[src/rtl/dma_pkg.sv]
// Shared definitions for the multi-channel DMA engine: register offsets,
// CTRL bit positions, FSM encoding and the memory access size code.
package dma_pkg;

    localparam logic [1:0] REG_SRC  = 2'd0;
    localparam logic [1:0] REG_DST  = 2'd1;
    localparam logic [1:0] REG_LEN  = 2'd2;
    localparam logic [1:0] REG_CTRL = 2'd3;

    localparam int CTRL_START = 0;
    localparam int CTRL_BUSY  = 1;
    localparam int CTRL_DONE  = 2;
    localparam int CTRL_ABORT = 3;

    localparam logic [1:0] MEM_SIZE_WORD = 2'b10;

    typedef enum logic [2:0] {
        ST_IDLE = 3'd0,
        ST_ARB  = 3'd1,
        ST_RD   = 3'd2,
        ST_WR   = 3'd3,
        ST_STEP = 3'd4
    } dma_state_e;

    // Channel index width; a single channel still gets a 1-bit index.
    function automatic int dma_ch_w(input int n);
        return (n < 2) ? 1 : $clog2(n);
    endfunction

endpackage

[src/rtl/dma_rr_arbiter.sv]
// Round-robin picker: first requesting channel at or after ptr, wrapping.
// Returns a one-hot grant (all zero when nothing requests) and its index.
module dma_rr_arbiter
    import dma_pkg::*;
#(
    parameter  int NUM_CH = 2,
    localparam int CH_W   = dma_ch_w(NUM_CH)
) (
    input  logic [NUM_CH-1:0] req,
    input  logic [CH_W-1:0]   ptr,
    output logic [NUM_CH-1:0] grant_oh,
    output logic [CH_W-1:0]   grant_idx
);

    logic [CH_W-1:0] cand;
    logic            found;

    // Scan channels starting from the pointer and stop at the first request.
    always_comb begin
        grant_oh  = '0;
        grant_idx = '0;
        cand      = '0;
        found     = 1'b0;
        for (int i = 0; i < NUM_CH; i++) begin
            cand = CH_W'((int'(ptr) + i) % NUM_CH);
            if (!found && req[cand]) begin
                found           = 1'b1;
                grant_idx       = cand;
                grant_oh[cand]  = 1'b1;
            end
        end
    end

endmodule

[src/rtl/dma_mc_engine.sv]
// Multi-channel memory-to-memory DMA engine.
// Holds the per-channel register file, the copy FSM and the memory datapath.
// Optional feature macro: DMA_ABORT_EN (adds CTRL[3] abort request).
//
// state   | meaning
// --------+-----------------------------------------------------------
// IDLE    | no channel busy, memory port quiet
// ARB     | pick next busy channel round-robin, advance pointer
// RD      | read one word from SRC of granted channel, wait mem_ready
// WR      | write latched word to DST of granted channel, wait mem_ready
// STEP    | advance SRC/DST, decrement LEN, retire channel when finished
module dma_mc_engine
    import dma_pkg::*;
#(
    parameter  int NUM_CH = 2,
    parameter  int ADDR_W = 32,
    parameter  int DATA_W = 32,
    parameter  int LEN_W  = 12,
    localparam int CH_W   = dma_ch_w(NUM_CH)
) (
    input  logic              clk,
    input  logic              reset,
    input  logic              cfg_en,
    input  logic              cfg_wr,
    input  logic [CH_W+1:0]   cfg_addr,
    input  logic [ADDR_W-1:0] cfg_wdata,
    output logic [ADDR_W-1:0] cfg_rdata,
    output logic              mem_req,
    output logic              mem_rd_wr,
    output logic [ADDR_W-1:0] mem_addr,
    output logic [DATA_W-1:0] mem_wdata,
    output logic [1:0]        mem_size,
    input  logic              mem_ready,
    input  logic [DATA_W-1:0] mem_rdata,
    output logic [NUM_CH-1:0] irq
);

    localparam logic [ADDR_W-1:0] STRIDE = ADDR_W'(DATA_W / 8);

    logic [ADDR_W-1:0] src_q [NUM_CH];
    logic [ADDR_W-1:0] dst_q [NUM_CH];
    logic [LEN_W-1:0]  len_q [NUM_CH];
    logic [NUM_CH-1:0] busy_q;
    logic [NUM_CH-1:0] done_q;
`ifdef DMA_ABORT_EN
    logic [NUM_CH-1:0] abort_pend_q;
    logic              abort_hit;
    logic              arb_abort;
`endif

    dma_state_e        state_q, state_d;
    logic [CH_W-1:0]   rr_ptr_q;
    logic [CH_W-1:0]   rr_next;
    logic [CH_W-1:0]   cur_ch_q;
    logic [NUM_CH-1:0] cur_oh;
    logic [DATA_W-1:0] rdata_q;

    logic [NUM_CH-1:0] grant_oh;
    logic [CH_W-1:0]   grant_idx;

    logic              arb_fire;
    logic              rd_latch;
    logic              step_fire;
    logic              step_done;
    logic [NUM_CH-1:0] fin_mask;

    logic [CH_W-1:0]   cfg_ch;
    logic [1:0]        cfg_reg;
    logic              cfg_ch_ok;
    logic [3:0]        ctrl_rd;
    logic [ADDR_W-1:0] rd_mux;

    assign cfg_ch    = cfg_addr[CH_W+1:2];
    assign cfg_reg   = cfg_addr[1:0];
    assign cfg_ch_ok = ({1'b0, cfg_ch} < (CH_W+1)'(NUM_CH));

    assign mem_size  = MEM_SIZE_WORD;
    assign irq       = done_q;

    assign cur_oh    = NUM_CH'(1) << cur_ch_q;
    assign rr_next   = (grant_idx == CH_W'(NUM_CH - 1)) ? '0 : grant_idx + CH_W'(1);
    assign fin_mask  = step_done ? cur_oh : '0;

`ifdef DMA_ABORT_EN
    assign step_done = (len_q[cur_ch_q] == LEN_W'(1)) || abort_pend_q[cur_ch_q];
    assign abort_hit = |(grant_oh & abort_pend_q);
`else
    assign step_done = (len_q[cur_ch_q] == LEN_W'(1));
`endif

    dma_rr_arbiter #(.NUM_CH(NUM_CH)) u_arb (
        .req       (busy_q),
        .ptr       (rr_ptr_q),
        .grant_oh  (grant_oh),
        .grant_idx (grant_idx)
    );

    // FSM state register.
    always_ff @(posedge clk) begin
        if (reset) state_q <= ST_IDLE;
        else       state_q <= state_d;
    end

    // Next state and memory port drive; outputs come straight from registers
    // that cannot change during an access, so they stay stable while stalled.
    always_comb begin
        state_d   = state_q;
        mem_req   = 1'b0;
        mem_rd_wr = 1'b0;
        mem_addr  = '0;
        mem_wdata = '0;
        arb_fire  = 1'b0;
        rd_latch  = 1'b0;
        step_fire = 1'b0;
`ifdef DMA_ABORT_EN
        arb_abort = 1'b0;
`endif
        case (state_q)
            ST_IDLE: begin
                if (|busy_q) state_d = ST_ARB;
            end
            ST_ARB: begin
                if (|grant_oh) begin
                    arb_fire = 1'b1;
`ifdef DMA_ABORT_EN
                    if (abort_hit) begin
                        arb_abort = 1'b1;
                        state_d   = ST_ARB;
                    end else begin
                        state_d   = ST_RD;
                    end
`else
                    state_d = ST_RD;
`endif
                end else begin
                    state_d = ST_IDLE;
                end
            end
            ST_RD: begin
                mem_req  = 1'b1;
                mem_addr = src_q[cur_ch_q];
                if (mem_ready) begin
                    rd_latch = 1'b1;
                    state_d  = ST_WR;
                end
            end
            ST_WR: begin
                mem_req   = 1'b1;
                mem_rd_wr = 1'b1;
                mem_addr  = dst_q[cur_ch_q];
                mem_wdata = rdata_q;
                if (mem_ready) state_d = ST_STEP;
            end
            ST_STEP: begin
                step_fire = 1'b1;
                state_d   = (|(busy_q & ~fin_mask)) ? ST_ARB : ST_IDLE;
            end
            default: state_d = ST_IDLE;
        endcase
    end

    // CTRL readback image for the addressed channel.
    always_comb begin
        ctrl_rd = '0;
        ctrl_rd[CTRL_BUSY] = busy_q[cfg_ch];
        ctrl_rd[CTRL_DONE] = done_q[cfg_ch];
`ifdef DMA_ABORT_EN
        ctrl_rd[CTRL_ABORT] = abort_pend_q[cfg_ch];
`endif
    end

    // Config read mux; SRC/DST/LEN are the live working values.
    always_comb begin
        rd_mux = '0;
        if (cfg_ch_ok) begin
            case (cfg_reg)
                REG_SRC:  rd_mux = src_q[cfg_ch];
                REG_DST:  rd_mux = dst_q[cfg_ch];
                REG_LEN:  rd_mux = ADDR_W'(len_q[cfg_ch]);
                REG_CTRL: rd_mux = ADDR_W'(ctrl_rd);
                default:  rd_mux = '0;
            endcase
        end
    end

    // Register file and engine updates; engine writes come last so a done
    // set by the engine wins over a W1C clear in the same cycle.
    always_ff @(posedge clk) begin
        if (reset) begin
            for (int i = 0; i < NUM_CH; i++) begin
                src_q[i] <= '0;
                dst_q[i] <= '0;
                len_q[i] <= '0;
            end
            busy_q    <= '0;
            done_q    <= '0;
`ifdef DMA_ABORT_EN
            abort_pend_q <= '0;
`endif
            rr_ptr_q  <= '0;
            cur_ch_q  <= '0;
            rdata_q   <= '0;
            cfg_rdata <= '0;
        end else begin
            if (cfg_en && cfg_wr && cfg_ch_ok) begin
                case (cfg_reg)
                    REG_SRC: if (!busy_q[cfg_ch]) src_q[cfg_ch] <= cfg_wdata;
                    REG_DST: if (!busy_q[cfg_ch]) dst_q[cfg_ch] <= cfg_wdata;
                    REG_LEN: if (!busy_q[cfg_ch]) len_q[cfg_ch] <= cfg_wdata[LEN_W-1:0];
                    REG_CTRL: begin
                        if (cfg_wdata[CTRL_DONE]) done_q[cfg_ch] <= 1'b0;
                        if (cfg_wdata[CTRL_START] && !busy_q[cfg_ch]) begin
                            if (len_q[cfg_ch] == '0) done_q[cfg_ch] <= 1'b1;
                            else                     busy_q[cfg_ch] <= 1'b1;
                        end
`ifdef DMA_ABORT_EN
                        if (cfg_wdata[CTRL_ABORT] && busy_q[cfg_ch])
                            abort_pend_q[cfg_ch] <= 1'b1;
`endif
                    end
                    default: ;
                endcase
            end

            if (cfg_en && !cfg_wr) cfg_rdata <= rd_mux;

            if (arb_fire) begin
                rr_ptr_q <= rr_next;
                cur_ch_q <= grant_idx;
            end

`ifdef DMA_ABORT_EN
            // Abort caught between words: channel retires without an access.
            if (arb_abort) begin
                busy_q[grant_idx]       <= 1'b0;
                done_q[grant_idx]       <= 1'b1;
                abort_pend_q[grant_idx] <= 1'b0;
            end
`endif

            if (rd_latch) rdata_q <= mem_rdata;

            if (step_fire) begin
                src_q[cur_ch_q] <= src_q[cur_ch_q] + STRIDE;
                dst_q[cur_ch_q] <= dst_q[cur_ch_q] + STRIDE;
                len_q[cur_ch_q] <= len_q[cur_ch_q] - LEN_W'(1);
                if (step_done) begin
                    busy_q[cur_ch_q] <= 1'b0;
                    done_q[cur_ch_q] <= 1'b1;
`ifdef DMA_ABORT_EN
                    abort_pend_q[cur_ch_q] <= 1'b0;
`endif
                end
            end
        end
    end

endmodule

[config.mk]
export PLATFORM = sky130hd
export DESIGN_NAME = dma_mc_engine
export DESIGN_NICKNAME = d
export VERILOG_FILES = /design/src/rtl/dma_pkg.sv /design/src/rtl/dma_rr_arbiter.sv /design/src/rtl/dma_mc_engine.sv
export SDC_FILE = /design/constraint.sdc
export NUM_CORES = 1
export LEC_CHECK = 0
export CORE_ASPECT_RATIO = 0.6
export CORE_UTILIZATION = 50
export DETAILED_ROUTE_END_ITERATION = 12
export PLACE_DENSITY = 0.71
export RECOVER_POWER = 100
export SYNTH_ARGS = -nofsm -noshare
export SYNTH_HDL_FRONTEND = slang
export SYNTH_SLANG_ARGS = --single-unit
[constraint.sdc]
create_clock -name clk -period 5.2 [get_ports clk]
set_input_delay 0.78 -clock clk [delete_from_list [all_inputs] [get_ports clk]]
set_output_delay 0.78 -clock clk [all_outputs]
set_load 0.01 [all_outputs]
; Word-level counts from Yosys, hierarchy flattened
; Memory sizes are Yosys's and may differ from the RTL's. A register that Yosys moved wholly into a read port is not among the register bits.
; Cells that the tools add are included.
[classes]
n_eq_ne = 11
n_addsub = 5
reduce_logical = 25
bitwise = 10
shift = 1
n_lt_le_gt_ge = 8
n_mux = 99
[op_table]
columns = cell, count
row1 = $mux 32, 5
row2 = $pmux 32 s4, 1
row3 = $reduce_or 32->1, 4
row4 = $add 32x3->32 const B, 2
row5 = $pmux 32 s2, 1
row6 = $mux 1, 60
row7 = $mux 2, 22
row8 = $mux 12, 2
row9 = $reduce_or 12->1, 2
row10 = $pmux 3 s5, 1
row11 = $eq 12x1->1 const B, 1
row12 = $logic_not 12->1, 1
row13 = $sub 12x1->12 const B, 1
row14 = $mux 3, 3
row15 = $logic_and 1x1->1, 8
row16 = $lt 1x2->1 const B, 4
row17 = $or 2x2->2, 4
row18 = $reduce_or 2->1, 4
row19 = $and 2x2->2, 3
row20 = $eq 3x2->1 const B, 2
row21 = $ne 2x2->1 const B, 3
row22 = $not 2->2, 3
row23 = $demux 1 s1, 4
row24 = $eq 2x2->1 const B, 2
row25 = 10 further kinds, 16
[word_totals]
out_inout_bits = 102
mem_count = 3
ramBits = 152
ff_bits = 73
wordCells = 169
input_bits = 72
[memory_table]
columns = name, words, width, read_ports, rd_clocked_by_memory_dff, write_ports, line_no
row1 = dst_q, 2, 32, 2, 1, 2, dma_mc_engine.sv:41  ; logic [ADDR_W-1:0] dst_q [NUM_CH];
row2 = src_q, 2, 32, 2, 1, 2, dma_mc_engine.sv:40  ; logic [ADDR_W-1:0] src_q [NUM_CH];
row3 = len_q, 2, 12, 2, 1, 2, dma_mc_engine.sv:42  ; logic [LEN_W-1:0] len_q [NUM_CH];

; Depth between registers and ports, before layout
; Gate-level depths: netlist of run 1.
[depth]
word_depth = 19
mapped_depth = 14
depth_no_buf = 8

; Cells and area by module
; Synthesis of run 1 repeated with hierarchy kept, for this count alone.
[unflattened]
hier_cells = 1395
hier_area_um2 = 13726.9
[by_module_without_submodules]
columns = module, area_each_um2, cells_per_inst, instances
row1 = dma_mc_engine, 13696.9, 1391, 1
row2 = dma_rr_arbiter, 30.0, 4, 1

; Least setup slack after synthesis of run 1
; Ideal clock, no wire load.
[synth_path]
kind = input to register
startpoint = in cfg_addr[2]
endpoint = mem dst_q[1][0] (enable)
slack_ns = 0.780
arrival_time_ns = 3.955
required_ns = 4.734
stages = 4
path_cell_list = buf_2 inv_1 or4_1 o21ai_0
[synth_rtl]
columns = item, line_no
row1 = start: declaration, dma_mc_engine.sv:25  ; input logic [CH_W+1:0] cfg_addr,
row2 = end: declaration, dma_mc_engine.sv:41

==> metrics.md, run 1 <==
| Metric | Value |
|---|---|
| Register area | `just over 6000 µm²` |
| Multi-input logic area | `6800 µm²` |
| Setup TNS | `0 ns` |
| Die H | `129 µm` |
| Max Freq | `0.219 GHz` |
| Final hold violation count | `0` |
| Part of the cycle the worst path needs | `87.7%` |
| Period minus WS final | `between 4 and 5 ns` |
| Ys async rst share | `0%` |
| Port Buffer Count | `171` |
| First-pass GRT wire length | `approximately 67000 µm` |
| Ports | `approximately 170` |
| Max-slew headroom | `-68.9%` |
| Final Non-Filler Cells | `1794` |
| Syn Area/Cell | `about 10 µm²` |
| Largest cells by area after synthesis | `edfxtp_1 34%, dfxtp_1 11%, a22o_1 7.8%` |
| Placed cells | `1750` |
| Worst slew pin tran | `2.53 ns` |
| Initial antenna violation count | `0` |
| Total CTS buffers | `24` |
| TritonCTS clock tree | `done` |
| Yosys warning count | `0` |
| # H-tree levels | `1` |
| Vias post-DR | `roughly 12000` |
| Data required, critical path | `4.42 ns` |
| Clk sinks | `roughly 230` |
| Final wirelength | `44100 µm` |
| Detail-routed net length per standard cell | `between 20 and 25 µm` |
| DRT Pass-1 Iters | `5` |
| CP Cell Sequence | `buf_4 > and2_1 > a21oi_1 > a211oi_1 > dlygate4sd3_1` |
| Antenna cells | `0` |
| Post-synth top area share | `34.2%` |
| # hold bufs at CTS | `0` |
| DIE AREA | `27400 µm²` |
| Static leakage | `5.86 nW` |
| Yosys top cell by area | `edfxtp_1` |
| RD Place Congestion | `between 0.9 and 1` |
| Root Buffer | `clkbuf_16` |
| Setup CP Type | `register to output pin` |
| Post-synthesis register bit count | `226` |
| Placement Rows | `45` |
| Main synth FF type | `edfxtp_1` |
| Failing checks | `capacitance limit, slew limit` |
| Pwr dens | `about 260 nW/µm²` |
| RSZ-0062 raised after global routing | `false` |
| Core box area | `roughly 26000 µm²` |
| Seq/Total Area, Yosys | `a little under half` |
| Yosys cell types | `66` |
| DRC viols | `0` |
| Syn nets | `approximately 1400` |
| 1st-iter DRT viols | `1635` |
| Startpoint types | `register` |
| GRT Total Usage | `32.1%` |
| Fillers | `around 2100` |
| Max-cap violations | `10` |
| Mapped Area | `~13000 µm²` |
| CP arrival | `3.78 ns` |
| Initial Utilization | `51.9%` |
| Final slew viol count | `367` |
| Peak supply drop | `0.222 mV` |
| Layout cell share with drive strength beyond 1 | `8.81%` |
| Post-CTS Resized | `0` |
| Cells after Synth | `1297` |
| Status | `finished, violations left` |
| Worst skew pair latency | `between 0.5 and 0.6 ns` |
| Largest net degree at the start of global routing | `61` |
| Slowest stage delay, CP | `1.34 ns` |
| Slowest CP cell | `dfxtp_2` |
| Nets@finish | `1500` |
| Final clock skew | `0.0107 ns` |
| Clk slew on worst S/H paths | `0.06 ns` |
| Via/cell ratio | `6.52` |
| CTS max path bufs | `3` |
| Vias in the first global route | `between 10000 and 15000` |
| Crit end category | `output pin` |
| Worst hold path class | `register to register` |
| Die width | `213 µm` |
| Post-synth EDFFs | `152` |
| Setup violation total in the final timing report | `0` |
| Synthesis-to-layout area growth | `20.2%` |
| Commonest cells in the netlist | `164 x nand2_1, 152 x edfxtp_1, 119 x a22o_1` |
| Worst Path Max Fanout | `60` |
| Post-CTS Setup Repair Bufs | `0` |
| Antenna Nets Post-Route | `0` |
| Grt total ovfl | `0` |
| Final HPWL DP | `29100 µm` |
| Most frequent cell after synthesis | `nand2_1` |
-- metrics by stage --
stage	cell area [µm²]	hold slack, ns	power, mW	utilization (%)	worst slack [ns]
2_1_floorplan	13400	0.432	2.28	-	0.780
3_3_place_gp	15300	0.438	2.47	59.6	1.71
3_5_place_dp	15300	0.443	2.47	59.6	1.70
4_1_cts	16100	0.451	4.18	62.7	1.21
5_1_grt	16100	0.463	4.29	62.4	0.504
6_report	16100	0.450	4.18	62.4	0.637
-- path summary, 6_finish.rpt --
check | startpoint | to | slack (ns) | cells after the start
worst max-delay path | register | mem_addr[14] | 0.64 | 5
worst max register to register | state_q[0]$_SDFFE_PP0P_ | dst_q[1][9]$_DFFE_PP_ | 1.15 | 5
worst min-delay path | rdata_q[12]$_SDFFE_PP0P_ | rdata_q[12]$_SDFFE_PP0P_ | 0.45 | 2
worst min register to register | rdata_q[12]$_SDFFE_PP0P_ | rdata_q[12]$_SDFFE_PP0P_ | 0.45 | 2
-- cell type report --
class | count | area share (%)
multi-input cells | 951 | 42.4
flip-flops and latches | 226 | 37.7
repair buffers | 206 | 11.9
clock buffers | 39 | 4.76
well taps | 352 | 2.74
inverters | 15 | 0.351
clock inverters | 5 | 0.164
-- cell families after synthesis --
| family | Yosys count | synth area share (%) |
|---|---|---|
| AO/OA/AOI/OAI | 315 | 17.3 |
| XOR/XNOR | 70 | 4.59 |
| adder cells (fa/ha/maj) | 4 | 0.375 |
| buffers and inverters | 120 | 4.16 |
| flip-flops | 226 | 45.3 |
| multiplexers | 120 | 12.1 |
| other | 2 | 0.0562 |
| AND/OR/NAND/NOR | 440 | 16.2 |
-- cell usage in the layout (no fill, tap or decap), types with 8 or more instances in the layout --
cell type	n
and2_1	8
mux4_2	32
nor2_1	73
a22o_1	119
a21oi_1	58
edfxtp_1	152
nand2_1	164
mux2i_1	77
clkdlybuf4s50_1	74
mux2_2	11
clkbuf_16	27
nand2b_1	9
inv_1	14
nor3b_1	8
nor3_1	24
nand3_1	35
nor2b_1	8
clkbuf_1	20
xor2_1	38
a211oi_1	17
buf_4	19
nand4_1	14
o21ai_0	50
nand3b_1	9
dlygate4sd3_1	94
dfxtp_1	73
a22oi_1	25
xnor2_1	32
and3_1	55
-- critical path: cells and delay by family (launching register included) --
family / cells / cell delay (ns)
AOI/OAI and AO/OA: 2 / 0.50
buffers and inverters: 2 / 1.15
DFF: 1 / 1.34
and+or+nand+nor: 1 / 0.22
-- routing by layer --
layer	global-route usage, %	wire (µm)	vias up
li1	-	-	5159
met1	48.9	19500	5569
met2	44.3	17400	876
met3	8.88	6200	87
met4	8.04	1020	0
met5	0	0	-
-- sequential cells by signal, summed over array words and instances (netlist names), 2 cells and up, named ones only --
name,flops
dst_q,64
src_q,64
cfg_rdata,32
rdata_q,32
len_q,24
state_q,3
busy_q,2
irq,2
-- power by group --
group	internal (mW)	total, mW	switching, mW	leakage (nW)
clock network	1.01	1.74	0.730	0.394
registers	1.98	2.05	0.0652	2.14
logic	0.166	0.396	0.230	3.33
total	3.16	4.18	1.03	5.86
(Power assumes the default switching activity.)
==> inputs of run 2 (changes only) <==
--- a/config.mk
+++ b/config.mk
@@ -5,8 +5,9 @@
 export SDC_FILE = /design/constraint.sdc
 export NUM_CORES = 1
 export LEC_CHECK = 0
-export CORE_ASPECT_RATIO = 0.6
+export CORE_ASPECT_RATIO = 0.75
 export CORE_UTILIZATION = 50
+export CTS_BUF_LIST = sky130_fd_sc_hd__clkbuf_8
 export DETAILED_ROUTE_END_ITERATION = 12
 export PLACE_DENSITY = 0.71
 export RECOVER_POWER = 100
==> run 2 against run 1 <==
The flow still finishes with violations (capacitance limit, slew limit). Core utilization down 1.3 points. Power down 3.0%. Maximum frequency up 0.28%. Largest cell class unchanged. Largest power group unchanged.
==> metrics.md, run 2 (synthesis gave the netlist of run 1 again) <==
| Metric | Value |
|---|---|
| Ports | `174 (unchanged)` |
| Final wirelength | `43600 µm (was 44100 µm)` |
| Final clock skew | `0.0181 ns (was 0.0107 ns)` |
| Setup TNS | `0 ns (unchanged)` |
| Setup WS pre-CTS | `1.54 ns (was 1.70 ns)` |
| Startpoint types | `primary input (was register)` |
| Switching pwr | `1.06 mW (was 1.03 mW)` |
| Setup violation total in the final timing report | `0 (unchanged)` |
| CTS max path bufs | `3 (unchanged)` |
| Setup CP Type | `primary input to register (was register to output pin)` |
| Final hold violation count | `0 (unchanged)` |
| TritonCTS clock tree | `done (unchanged)` |
| Sw Share | `26.1% (was 24.5%)` |
| Period minus WS final | `4.55 ns (was 4.56 ns)` |
| Antenna cells | `0 (unchanged)` |
| # H-tree levels | `2 (was 1)` |
| CP arrival | `4.78 ns (was 3.78 ns)` |
| DRC viols | `0 (unchanged)` |
| Final slew viol count | `255 (was 367)` |
| Most common cell after layout, fill and taps aside | `nand2_1 (unchanged)` |
| R2r startpoint | `state_q[0]$_SDFFE_PP0P_ (unchanged)` |
| Worst reg-to-reg path cell count | `8 (was 5)` |
| Peak supply drop | `0.160 mV (was 0.222 mV)` |
| Max Freq | `0.220 GHz (was 0.219 GHz)` |
| Final Worst Setup Slack | `0.650 ns (was 0.637 ns)` |
| Setup crit start | `cfg_addr[2]` |
| Vias post-DR | `11700 (about the same)` |
| Clock Power Share | `39.8% (was 41.5%)` |
| Port Buffer Count | `171 (unchanged)` |
| Area of placed instances | `15300 µm² (about the same)` |
| Die H | `144 µm (was 129 µm)` |
| Part of the cycle the worst path needs | `87.5% (was 87.7%)` |
| Via/cell ratio | `6.48 (was 6.52)` |
| Pwr dens | `255 nW/µm² (was 261 nW/µm²)` |
| Routed wl met3 | `5260 µm (was 6200 µm)` |
| Total CTS buffers | `38 (was 24)` |
| Grt total ovfl | `0 (unchanged)` |
| WL met1 | `18500 µm (was 19500 µm)` |
| Setup slack, reg-to-reg | `1.06 ns (was 1.15 ns)` |
| Design area | `15900 µm² (was 16100 µm²)` |
| Nets@finish | `1510 (was 1500)` |
| 1st-iter DRT viols | `1367 (was 1635)` |
| Post-CTS Setup Repair Bufs | `0 (unchanged)` |
| Detail-routed net length per standard cell | `24.1 µm (was 24.6 µm)` |
| Failing checks | `capacitance limit, slew limit (unchanged)` |
| Pint | `3.00 mW (was 3.16 mW)` |
| Status | `finished, violations left (unchanged)` |
| Antenna Nets Post-Route | `0 (unchanged)` |
| First-pass GRT wire length | `65000 µm (was 66500 µm)` |
| Worst slew pin tran | `2.49 ns (was 2.53 ns)` |
| Length of routed met2 wiring | `18400 µm (was 17400 µm)` |
| Part of the power in registers | `50.3% (was 49.0%)` |
| Largest regs | `dst_q x64, src_q x64 (unchanged)` |
| Layout cell share with drive strength beyond 1 | `8.54% (was 8.81%)` |
| Largest net degree at the start of global routing | `79 (was 61)` |
| Clk sinks | `226 (unchanged)` |
| Worst skew pair latency | `0.56 ns (was 0.53 ns)` |
| Root Buffer | `clkbuf_8 (was clkbuf_16)` |
| Most frequent cells in the layout | `164 x nand2_1, 152 x edfxtp_1, 119 x a22o_1 (unchanged)` |
| RSZ-0062 raised after global routing | `false (unchanged)` |
| Static leakage | `5.85 nW (was 5.86 nW)` |
| Max-cap violations | `10 (unchanged)` |
| Data required, critical path | `5.43 ns (was 4.42 ns)` |
| Crit end category | `register (was output pin)` |
| Clk slew on worst S/H paths | `0.06 ns (about the same)` |
| DRT Pass-1 Iters | `6 (was 5)` |
| Max-slew headroom | `-66.1% (was -68.9%)` |
| Combinational power share | `9.9% (was 9.5%)` |
| GRT Total Usage | `31.6% (was 32.1%)` |
| Max Used Layer | `met5 (was met4)` |
| Final Util | `61.1% (was 62.4%)` |
| Worst Path Max Fanout | `23 (was 60)` |
| Synthesis-to-layout area growth | `19.4% (was 20.2%)` |
| Core box area | `26100 µm² (was 25700 µm²)` |
| RD Place Congestion | `0.916 (was 0.951)` |
| DIE AREA | `27400 µm² (about the same)` |
| Vias in the first global route | `10800 (was 10900)` |
| Initial antenna violation count | `1 (was 0)` |
| Final HPWL DP | `28700 µm (was 29100 µm)` |
| Placement Rows | `51 (was 45)` |
| Die width | `191 µm (was 213 µm)` |
| Worst hold path class | `register to register (unchanged)` |
| Post-CTS Resized | `0 (unchanged)` |
| # hold bufs at CTS | `0 (unchanged)` |
| R2R Path End | `dst_q[0][12]$_DFFE_PP_ (was dst_q[1][9]$_DFFE_PP_)` |
| Crit path to | `src_q[1][17]$_DFFE_PP_ (was mem_addr[14])` |
| Initial Utilization | `51.2% (was 51.9%)` |
[run 2: worst min path at each step]
| stage | to | from | cells after the start |
|---|---|---|---|
| CTS | rdata_q[24]$_SDFFE_PP0P_ | rdata_q[24]$_SDFFE_PP0P_ | 2 |
| detailed placement | rdata_q[24]$_SDFFE_PP0P_ | rdata_q[24]$_SDFFE_PP0P_ | 2 |
| floorplan | rdata_q[20]$_SDFFE_PP0P_ | rdata_q[20]$_SDFFE_PP0P_ | 2 |
| global placement | rdata_q[26]$_SDFFE_PP0P_ | rdata_q[26]$_SDFFE_PP0P_ | 2 |
| finish | rdata_q[24]$_SDFFE_PP0P_ | rdata_q[24]$_SDFFE_PP0P_ | 2 |
| global route | rdata_q[14]$_SDFFE_PP0P_ | rdata_q[14]$_SDFFE_PP0P_ | 2 |
[run 2: stage by stage]
step,cells,power [mW],hold slack [ns]
finish,1807,4.06,0.450
detailed placement,1738,2.47,0.442
global placement,1738,2.47,0.437
floorplan,1297,2.28,0.432
CTS,1807,4.07,0.450
global route,1807,4.18,0.467
[run 2: power groups by stage]
stage	Combinational (mW)	Clock (mW)	Sequential [mW]
2_1_floorplan	0.215	0	2.06
3_3_place_gp	0.396	0	2.07
3_5_place_dp	0.399	0	2.08
4_1_cts	0.401	1.63	2.04
5_1_grt	0.423	1.71	2.05
6_report	0.400	1.62	2.04
[run 2: cell type report]
type | instances | area [µm²]
flip-flops and latches | 226 | 6050
well taps | 344 | 430
multi-input cells | 951 | 6770
clock buffers | 46 | 633
repair buffers | 202 | 1890
clock inverters | 23 | 118
inverters | 15 | 56.3
fillers | 2223 | 10200
[run 2: per-layer routing]
layer,vias up,global-route usage (%)
li1,5185,-
met1,5644,46.4
met2,767,44.7
met3,110,7.67
met4,4,11.4
met5,-,1.10
[run 2: worst max-delay path: stages]
cell and delay (ns):
clkbuf_2 0.81, inv_1 0.21, or4_1 0.64, o21ai_1 1.81, buf_4 0.49
==> inputs of run 3 (changes only) <==
--- a/config.mk
+++ b/config.mk
@@ -9,8 +9,11 @@
 export CORE_UTILIZATION = 50
 export CTS_BUF_LIST = sky130_fd_sc_hd__clkbuf_8
 export DETAILED_ROUTE_END_ITERATION = 12
+export HOLD_SLACK_MARGIN = 0.15
 export PLACE_DENSITY = 0.71
 export RECOVER_POWER = 100
+export REMOVE_ABC_BUFFERS = 1
+export SKIP_CTS_REPAIR_TIMING = 1
 export SYNTH_ARGS = -nofsm -noshare
 export SYNTH_HDL_FRONTEND = slang
 export SYNTH_SLANG_ARGS = --single-unit
==> run 3 against run 2 <==
The flow still finishes with violations (capacitance limit, slew limit). Worst hold slack worse by 0.00080 ns. Count of clock-buffer cells in the layout is 4 lower. Wire length is 3.7% lower. Sequential power hardly changed.
==> metrics.md, run 3 (synthesis gave the netlist of run 1 again) <==
| Metric | Value |
|---|---|
| RD Place Congestion | `0.883 (was 0.916)` |
| Final slew viol count | `239 (was 255)` |
| Initial Utilization | `51.2% (unchanged)` |
| # H-tree levels | `2 (unchanged)` |
| CTS max path bufs | `3 (unchanged)` |
| Nets@finish | `1512 (was 1510)` |
| Pint | `2.94 mW (was 3.00 mW)` |
| TritonCTS clock tree | `done (unchanged)` |
| Final wirelength | `42000 µm (was 43600 µm)` |
| Die H | `144 µm (unchanged)` |
| Total CTS buffers | `39 (was 38)` |
| 1st-iter DRT viols | `1277 (was 1367)` |
| Setup violation total in the final timing report | `0 (unchanged)` |
| Max-slew headroom | `-86.1% (was -66.1%)` |
| Worst Path Max Fanout | `39 (was 23)` |
| Static leakage | `5.88 nW (was 5.85 nW)` |
| Startpoint types | `primary input (unchanged)` |
| Fillers | `2247 (was 2223)` |
| Largest regs | `dst_q x64, src_q x64 (unchanged)` |
| Core box area | `26100 µm² (unchanged)` |
| Design area | `15900 µm² (unchanged)` |
| Root Buffer | `clkbuf_8 (unchanged)` |
| CP Cell Sequence | `clkbuf_1 > clkbuf_1 > or2_0 > nor2_1 > clkbuf_2 > a211o_1 (was clkbuf_2 > inv_1 > or4_1 > o21ai_1 > buf_4)` |
| Power, Total | `3.97 mW (was 4.06 mW)` |
| Register area | `6050 µm² (unchanged)` |
| DRT Pass-1 Iters | `6 (unchanged)` |
| DIE AREA | `27400 µm² (unchanged)` |
| Detail-routed net length per standard cell | `23.2 µm (was 24.1 µm)` |
| Crit end category | `register (unchanged)` |
| Placement Rows | `51 (unchanged)` |
| Worst slew pin tran | `2.79 ns (was 2.49 ns)` |
| Area of placed instances | `15300 µm² (about the same)` |
| R2R Path End | `dst_q[1][31]$_DFFE_PP_ (was dst_q[0][12]$_DFFE_PP_)` |
| Failing checks | `capacitance limit, slew limit (unchanged)` |
| CP top delay family | `buffers and inverters (was compound AO/OA/AOI/OAI gates)` |
| First-pass GRT wire length | `64400 µm (was 65000 µm)` |
| Combinational power share | `9.8% (was 9.9%)` |
| Crit path buf inv count | `3 (unchanged)` |
| Pwr dens | `249 nW/µm² (was 255 nW/µm²)` |
| Max-cap violations | `7 (was 10)` |
| Crit-path most repeated cell | `clkbuf_1` |
| Worst skew pair latency | `0.56 ns (about the same)` |
| Max Freq | `0.217 GHz (was 0.220 GHz)` |
| Setup CP Type | `primary input to register (unchanged)` |
| Setup TNS | `0 ns (unchanged)` |
| Setup slack, reg-to-reg | `1.29 ns (was 1.06 ns)` |
| Final Util | `61.1% (unchanged)` |
| Via/cell ratio | `6.41 (was 6.48)` |
| Clk sinks | `226 (unchanged)` |
| Synthesis-to-layout area growth | `19.4% (unchanged)` |
| Worst reg-to-reg path cell count | `6 (was 8)` |
| Switching pwr | `1.03 mW (was 1.06 mW)` |
| Status | `finished, violations left (unchanged)` |
| Layout cell share with drive strength beyond 1 | `8.66% (was 8.54%)` |
| Clock Power Share | `38.7% (was 39.8%)` |
| Peak supply drop | `0.183 mV (was 0.160 mV)` |
| Sw Share | `25.9% (was 26.1%)` |
| Die width | `191 µm (unchanged)` |
| Part of the cycle the worst path needs | `88.6% (was 87.5%)` |
| R2r startpoint | `state_q[0]$_SDFFE_PP0P_ (unchanged)` |
| Slowest stage delay, CP | `2.02 ns (was 1.81 ns)` |
| RSZ-0062 raised after global routing | `false (unchanged)` |
| Final clock skew | `0.0256 ns (was 0.0181 ns)` |
| Clk slew on worst S/H paths | `0.06 ns (about the same)` |
| Grt total ovfl | `0 (unchanged)` |
| GRT Total Usage | `30.8% (was 31.6%)` |
| Data required, critical path | `5.49 ns (was 5.43 ns)` |
| CP arrival | `4.89 ns (was 4.78 ns)` |
| Multi-input logic area | `6790 µm² (was 6770 µm²)` |
| Antenna Nets Post-Route | `0 (unchanged)` |
| Final hold violation count | `0 (unchanged)` |
| Vias in the first global route | `11200 (was 10800)` |
| WP depth | `6 (was 5)` |
| Final HPWL DP | `27400 µm (was 28700 µm)` |
| Placed cells | `1739 (was 1738)` |
| Setup crit start | `cfg_addr[0] (was cfg_addr[2])` |
| Part of the power in registers | `51.4% (was 50.3%)` |
| Period minus WS final | `4.61 ns (was 4.55 ns)` |
| Ports | `174 (unchanged)` |
| DRC viols | `0 (unchanged)` |
| Most common cell after layout, fill and taps aside | `nand2_1 (unchanged)` |
| Antenna cells | `0 (unchanged)` |
| Vias post-DR | `11600 (was 11700)` |
| Slowest CP cell | `clkbuf_1 (was o21ai_1)` |
| Largest net degree at the start of global routing | `79 (unchanged)` |
| Most frequent cells in the layout | `164 x nand2_1, 152 x edfxtp_1, 119 x a22o_1 (unchanged)` |
| Port Buffer Count | `171 (unchanged)` |
| Final Non-Filler Cells | `1810 (was 1807)` |
| Crit path to | `src_q[0][14]$_DFFE_PP_ (was src_q[1][17]$_DFFE_PP_)` |
| Initial antenna violation count | `0 (was 1)` |
| Worst hold path class | `register to register (unchanged)` |
[run 3: changes by cell type in the layout (fill, tap and decap cells not counted), moves of 2 or more]
cell,delta
dlygate4sd3_1,+3
mux2_1,-5
o21ai_1,-2
clkdlybuf4s50_1,-3
inv_1,+6
buf_4,+3
o21ai_4,+2
buf_2,-2
clkbuf_8,-4
mux2_2,+5
[run 3: power by group through the flow]
stage | combinational, mW | sequential [mW] | clock, mW
CTS | 0.392 | 2.04 | 1.56
detailed placement | 0.390 | 2.07 | 0
floorplan | 0.185 | 2.07 | 0
finish | 0.391 | 2.04 | 1.54
global route | 0.417 | 2.05 | 1.64
global placement | 0.386 | 2.07 | 0
[run 3: through the flow]
step / worst slack [ns] / hold WS (ns)
floorplan: -0.747 / 0.426
finish: 0.594 / 0.449
detailed placement: 1.62 / 0.442
global route: 0.584 / 0.466
global placement: 1.69 / 0.437
CTS: 1.15 / 0.451
[run 3: final cells by class]
cell class	count	area share, %
clock inverter	29	0.871
multi-input combinational	951	42.6
inverter	15	0.353
tap	344	2.70
sequential	226	37.9
clock buffer	42	3.63
timing repair buffer	203	11.9
[run 3: tightest hold or removal path, cell delays in order (launching register included)]
cell and delay, ns:
dfxtp_1 0.30, nand2_1 0.05, a21oi_1 0.05
[run 3: per-layer routing]
| layer | up-vias | routed length (µm) | global-route usage [%] |
|---|---|---|---|
| li1 | 5184 | - | - |
| met1 | 5588 | 17700 | 42.7 |
| met3 | 77 | 5070 | 9.28 |
| met2 | 745 | 18400 | 46.5 |
| met5 | - | 0 | 0 |
| met4 | 0 | 867 | 8.67 |
[run 3: worst min path at each step]
stage | from | to | slack (ns) | cells after the start
after detailed placement | rdata_q[29]$_SDFFE_PP0P_ | rdata_q[29]$_SDFFE_PP0P_ | 0.44 | 2
final | rdata_q[29]$_SDFFE_PP0P_ | rdata_q[29]$_SDFFE_PP0P_ | 0.45 | 2
after floorplan | rdata_q[20]$_SDFFE_PP0P_ | rdata_q[20]$_SDFFE_PP0P_ | 0.43 | 2
after global routing | rdata_q[12]$_SDFFE_PP0P_ | rdata_q[12]$_SDFFE_PP0P_ | 0.47 | 2
after CTS | rdata_q[29]$_SDFFE_PP0P_ | rdata_q[29]$_SDFFE_PP0P_ | 0.45 | 2
after global placement | rdata_q[4]$_SDFFE_PP0P_ | rdata_q[4]$_SDFFE_PP0P_ | 0.44 | 2
